==> config.mk <==
export PLATFORM = sky130hd
export DESIGN_NAME = tx_line_sched
export DESIGN_NICKNAME = d
export VERILOG_FILES = /design/src/rtl/eth10_pkg.sv /design/src/rtl/nlp_timer.sv /design/src/rtl/tx_line_sched.sv
export SDC_FILE = /design/constraint.sdc
export NUM_CORES = 1
export LEC_CHECK = 0
export CORE_UTILIZATION = 64
export CTS_CLUSTER_SIZE = 8
export DETAILED_ROUTE_END_ITERATION = 10
export PLACE_DENSITY = 0.91
export SLEW_MARGIN = 20
export SYNTH_ARGS = -nofsm -noshare
export SYNTH_HDL_FRONTEND = slang
export SYNTH_SLANG_ARGS = --single-unit
==> constraint.sdc <==
create_clock -name clk -period 3.6 [get_ports clk]
set_input_delay 0.9 -clock clk [delete_from_list [all_inputs] [get_ports clk]]
set_output_delay 0.9 -clock clk [all_outputs]
set_load 0.01 [all_outputs]
==> src/rtl/eth10_pkg.sv <==
// Shared definitions for the 10BASE-T transmit path.
// Holds the transmit-line scheduler state type, the default timing
// constants for a 20 MHz clock, and a small constant helper.
package eth10_pkg;

  typedef enum logic [2:0] {
    ST_IDLE,
    ST_NLP,
    ST_GRANT,
    ST_FRAME,
    ST_TPIDL,
    ST_IPG
  } state_t;

  localparam int unsigned NLP_PERIOD  = 320000; // 16 ms between link pulses
  localparam int unsigned NLP_WIDTH   = 2;      // 100 ns link pulse
  localparam int unsigned TPIDL_WIDTH = 5;      // 250 ns end-of-frame idle
  localparam int unsigned IPG_LEN     = 192;    // 9.6 us inter-packet gap
  localparam int unsigned MAX_FRAME   = 24400;  // frame watchdog limit

  function automatic int unsigned max2(input int unsigned a, input int unsigned b);
    return (a > b) ? a : b;
  endfunction

endpackage

==> src/rtl/nlp_timer.sv <==
// Free-running link-pulse interval timer.
// Counts enabled cycles and flags expire when the count reaches PERIOD-1;
// the count restarts from zero on expiry or on an explicit clear.
// Ports:
//   clk, resetn  clock, synchronous active-low reset
//   clear        restart the interval from zero
//   enable       count this cycle
//   expire       interval complete (combinational from the count)
module nlp_timer #(
  parameter int unsigned PERIOD = 320000
) (
  input  logic clk,
  input  logic resetn,
  input  logic clear,
  input  logic enable,
  output logic expire
);

  localparam int unsigned W = (PERIOD > 1) ? $clog2(PERIOD) : 1;

  logic [W-1:0] count;

  assign expire = enable && (count == W'(PERIOD - 1));

  always_ff @(posedge clk) begin
    if (!resetn || clear) begin
      count <= '0;
    end else if (expire) begin
      count <= '0;
    end else if (enable) begin
      count <= count + 1'b1;
    end
  end

endmodule

==> src/rtl/tx_line_sched.sv <==
// Transmit-line scheduler: shares the TD output between periodic normal
// link pulses and frames from the Manchester serializer.
// Each frame runs grant -> data -> TP_IDL -> inter-packet gap; the link
// pulse interval restarts at TP_IDL entry.
// Ports:
//   clk, resetn  20 MHz clock, synchronous active-low reset
//   req          serializer line request (level, held until go)
//   man_in       Manchester stream, valid in FRAME
//   last         pulse with the final half-bit of the frame
//   go           one-cycle grant pulse
//   Tx           line output (registered)
//   tx_en        high while frame data is on the line
//   abort        one-cycle pulse on watchdog expiry
module tx_line_sched #(
  parameter int unsigned NLP_PERIOD  = eth10_pkg::NLP_PERIOD,
  parameter int unsigned NLP_WIDTH   = eth10_pkg::NLP_WIDTH,
  parameter int unsigned TPIDL_WIDTH = eth10_pkg::TPIDL_WIDTH,
  parameter int unsigned IPG_LEN     = eth10_pkg::IPG_LEN,
  parameter int unsigned MAX_FRAME   = eth10_pkg::MAX_FRAME
) (
  input  logic clk,
  input  logic resetn,
  input  logic req,
  input  logic man_in,
  input  logic last,
  output logic go,
  output logic Tx,
  output logic tx_en,
  output logic abort
);

  import eth10_pkg::*;

  localparam int unsigned PH_MAX = max2(max2(NLP_WIDTH, TPIDL_WIDTH),
                                        max2(IPG_LEN, MAX_FRAME));
  localparam int unsigned PH_W   = (PH_MAX > 1) ? $clog2(PH_MAX) : 1;

  state_t          state, state_nxt;
  logic [PH_W-1:0] phase;
  logic            last_seen;
  logic            expire;
  logic            nlp_clr;
  logic            go_nxt, tx_nxt, tx_en_nxt, abort_nxt;

  // The link-pulse interval restarts whenever TP_IDL begins.
  assign nlp_clr = (state_nxt == ST_TPIDL) && (state != ST_TPIDL);

  nlp_timer #(
    .PERIOD(NLP_PERIOD)
  ) u_nlp_timer (
    .clk    (clk),
    .resetn (resetn),
    .clear  (nlp_clr),
    .enable (1'b1),
    .expire (expire)
  );

  always_comb begin
    state_nxt = state;
    abort_nxt = 1'b0;
    case (state)
      ST_IDLE: begin
        if (expire) begin
          state_nxt = ST_NLP;
        end else if (req) begin
          state_nxt = ST_GRANT;
        end
      end
      ST_NLP: begin
        if (phase == PH_W'(NLP_WIDTH - 1)) state_nxt = ST_IDLE;
      end
      ST_GRANT: state_nxt = ST_FRAME;
      ST_FRAME: begin
        // The cycle that samples last still launches man_in onto the
        // registered Tx, so the frame is left one cycle after last.
        if (last_seen) begin
          state_nxt = ST_TPIDL;
        end else if (!last && (phase == PH_W'(MAX_FRAME - 1))) begin
          state_nxt = ST_TPIDL;
          abort_nxt = 1'b1;
        end
      end
      ST_TPIDL: begin
        if (phase == PH_W'(TPIDL_WIDTH - 1)) state_nxt = ST_IPG;
      end
      ST_IPG: begin
        if (phase == PH_W'(IPG_LEN - 1)) state_nxt = ST_IDLE;
      end
      default: state_nxt = ST_IDLE;
    endcase

    go_nxt    = (state_nxt == ST_GRANT);
    tx_en_nxt = (state_nxt == ST_FRAME);
    case (state_nxt)
      ST_NLP, ST_TPIDL: tx_nxt = 1'b1;
      ST_FRAME:         tx_nxt = man_in;
      default:          tx_nxt = 1'b0;
    endcase
  end

  always_ff @(posedge clk) begin
    if (!resetn) begin
      state     <= ST_IDLE;
      phase     <= '0;
      last_seen <= 1'b0;
      go        <= 1'b0;
      Tx        <= 1'b0;
      tx_en     <= 1'b0;
      abort     <= 1'b0;
    end else begin
      state     <= state_nxt;
      if ((state_nxt != state) || (state == ST_IDLE)) begin
        phase <= '0;
      end else begin
        phase <= phase + 1'b1;
      end
      last_seen <= (state == ST_FRAME) && (state_nxt == ST_FRAME) && last;
      go        <= go_nxt;
      Tx        <= tx_nxt;
      tx_en     <= tx_en_nxt;
      abort     <= abort_nxt;
    end
  end

endmodule
==> flow_summary.json <==
{
  "wl_per_cell_um": 13.5,
  "drc": 0,
  "syn-cell-area_sq_um": 2150,
  "met1_usage": 0.335,
  "multi_input_area_sq_um": 1210,
  "critPathMaxFanout": 13,
  "grtUsageMet2": 0.427,
  "max_freq_ghz": 0.383,
  "p_leak_nw": 0.819,
  "cts_resized": 0,
  "vias": 1817,
  "io_pins": 9,
  "antenna_left": 0,
  "hold-path-cell-count": 1,
  "worstReg2RegStart": "phase[0]$_SDFF_PP0_",
  "antenna_found_initial": 0,
  "status": "completed",
  "r2r_slack_ns": 1.19,
  "seqCellArea_sq_um": 841,
  "fp-row-count": 20,
  "maxSlewViolCount": 0,
  "yosys.area.top_type": "dfxtp_1",
  "drive_above_1_share": 0.0672,
  "cts_sinks": 42,
  "post-route-period-util": 0.725,
  "cp_slowest_stage_delay_ns": 0.45,
  "synth-main-ff-cell": "dfxtp_1",
  "r2r_end": "tx_en$_SDFF_PN0_",
  "yosys.area.top_type_share": 0.391,
  "die_y_um": 59.9,
  "portBuffers": 8,
  "wl_mm": 4.22,
  "dp_hpwl_mm": 2.90,
  "ctsHoldBuffers": 0,
  "grt_max_degree": 20,
  "setup_tns_ns": 0,
  "path_cells": "clkdlybuf4s50_1 -> nor3b_1 -> and3_1 -> a31o_2 -> nand4_1 -> and2_1",
  "yosys_warnings": 0,
  "rsz0062_at_grt": "false",
  "synth_most_common_cell": "dfxtp_1",
  "clk_pin_slew_worst_paths_ns": 0.13,
  "clockRootBuffer": "clkbuf_4",
  "required_ns": 3.88,
  "die-area_sq_um": 3590,
  "n_antenna_cell": 0,
  "slew_headroom": 0.604,
  "die_x_um": 59.9,
  "grt_pass1_vias": 1661,
  "startpoint_type": "input port",
  "critPathSlowestCell": "nand4_1",
  "final_nets": 276,
  "tightest_slew_ns": 0.592,
  "period_needed_ns": 2.61,
  "syn_to_final_growth_pct": 7.11,
  "synthTopCellsByArea": "dfxtp_1 (39%), nand3_1 (7.5%), xor2_1 (6.5%), nor2_1 (5.4%), xnor2_1 (5.3%)",
  "vias_per_cell": 5.82,
  "end_kind": "flip-flop",
  "synth.avg_cell_area_sq_um": 8.26,
  "met3_usage": 0.0779,
  "grt-ovfl-total": 0,
  "drt_iter0_drc": 214,
  "reg2reg_depth": 6,
  "synth_common_cells": "dfxtp_1 (42), nand3_1 (32), nor2_1 (31)",
  "ys_ff_latch": 42,
  "design_area_sq_um": 2300,
  "min_from": "u_nlp_timer.count[0]$_SDFF_PP0_",
  "finalHoldViolations": 0,
  "synth_edf_count": 0,
  "cts_tree": "done",
  "top_usage_layer": "met2",
  "p_per_area_nw_per_um2": 348,
  "synthDistinctLibCells": 39,
  "ys_async_sr_fraction": 0,
  "ir_drop_mv": 0.227,
  "clock_path_buffers": 2,
  "final-setup-viol-count": 0,
  "firstDrtPassIters": 4,
  "yosysSeqAreaShare": 0.391,
  "hp-class": "flip-flop to flip-flop",
  "syn-num-nets": 269,
  "nFillCells": 227,
  "maxCapViolations": 0,
  "start_util": 0.687,
  "clk_latency_ns": 0.37,
  "critPathArrivalTime_ns": 2.89,
  "cts_setup_buffers": 0,
  "place_area_sq_um": 2240,
  "gp_congestion": 0.850,
  "grt_pass1_wl_mm": 7.11,
  "syn_inst": 260,
  "cts_buffers": 5,
  "cts_max_level": 2,
  "holdPathEnd": "u_nlp_timer.count[0]$_SDFF_PP0_",
  "skew_ns": 0.0102,
  "coreArea_sq_um": 3130,
  "crit_type": "input port to flip-flop",
  "track_usage": 0.268
}
-- routing by layer --
layer | share of wire | routed length, um | up-vias
met5 | 0 | 0 | -
met4 | 0.021 | 88 | 0
met3 | 0.035 | 146 | 9
met2 | 0.45 | 1920 | 37
met1 | 0.49 | 2060 | 845
li1 | - | - | 926
-- state kept, by name (all words and copies together), names as in the netlist --
name               flops
u_nlp_timer.count     19
phase                 15
state                  3
Tx                     1
abort                  1
go                     1
last_seen              1
tx_en                  1
-- final cells by class --
type                    instances  share of cell area
clock buffers                   5              0.0163
clock inverters                 3             0.00924
inverters                      10              0.0163
multi-input cells             198               0.527
flip-flops and latches         42               0.365
well taps                      44              0.0239
repair buffers                 10              0.0413
-- cells in the final DEF, fill, tap and decap left out, drive strengths merged, types with 4 or more instances in the layout --
master,netlist,layout
nand2,23,23
nor2,31,31
clkdlybuf4s50,0,8
nor4,5,5
and4,8,8
and2,4,4
dfxtp,42,42
xnor2,13,13
clkbuf,4,5
inv,10,10
and3,4,4
nor3,9,9
nand4,10,10
ha,4,4
nand3,32,32
xor2,16,16
a21oi,5,5
o21ai,13,13
-- power by group --
part / switching (mW) / internal, mW / leakage, nW
Clock: 0.166 / 0.0759 / 0.0312
Combinational: 0.0420 / 0.0312 / 0.448
Sequential: 0.0108 / 0.474 / 0.340
Total: 0.219 / 0.581 / 0.819
-- through the flow --
| stage | instances | power, mW | utilization | setup WS, ns | hold slack (ns) |
|---|---|---|---|---|---|
| after global routing | 312 | 0.830 | 0.736 | 0.835 | 0.505 |
| final | 312 | 0.800 | 0.736 | 0.989 | 0.479 |
| after global placement | 304 | 0.566 | 0.717 | 0.749 | 0.441 |
| after floorplan | 260 | 0.549 | - | 1.50 | 0.426 |
| after CTS | 312 | 0.800 | 0.736 | 0.981 | 0.486 |
| after detailed placement | 304 | 0.568 | 0.717 | 0.684 | 0.456 |
-- worst max-delay path: cells and delay by family --
kind / cells / cell delay, ns
and+or+nand+nor: 4 / 1.35
AOI/OAI and AO/OA: 1 / 0.21
buffers and inverters: 1 / 0.42
-- worst max-delay path by stage --
stage,cells after the start,startpoint,endpoint
global placement,6,last,tx_en$_SDFF_PN0_
detailed placement,6,last,tx_en$_SDFF_PN0_
floorplan,6,last,u_nlp_timer.count[18]$_SDFF_PP0_
global route,6,last,tx_en$_SDFF_PN0_
CTS,6,last,tx_en$_SDFF_PN0_
finish,6,last,tx_en$_SDFF_PN0_
-- cells by family (layout without fill, tap and decap cells) --
family          count (synthesis)  count (layout)  share of synthesized area
mux                             3               3                     0.0140
simple gates                  135             135                      0.328
compound gates                 27              27                     0.0810
buf+inv                        20              28                     0.0437
xor+xnor                       29              29                      0.118
flops                          42              42                      0.391
fa+ha+maj                       4               4                     0.0233
No activity file was read; power rests on OpenSTA's default activity.
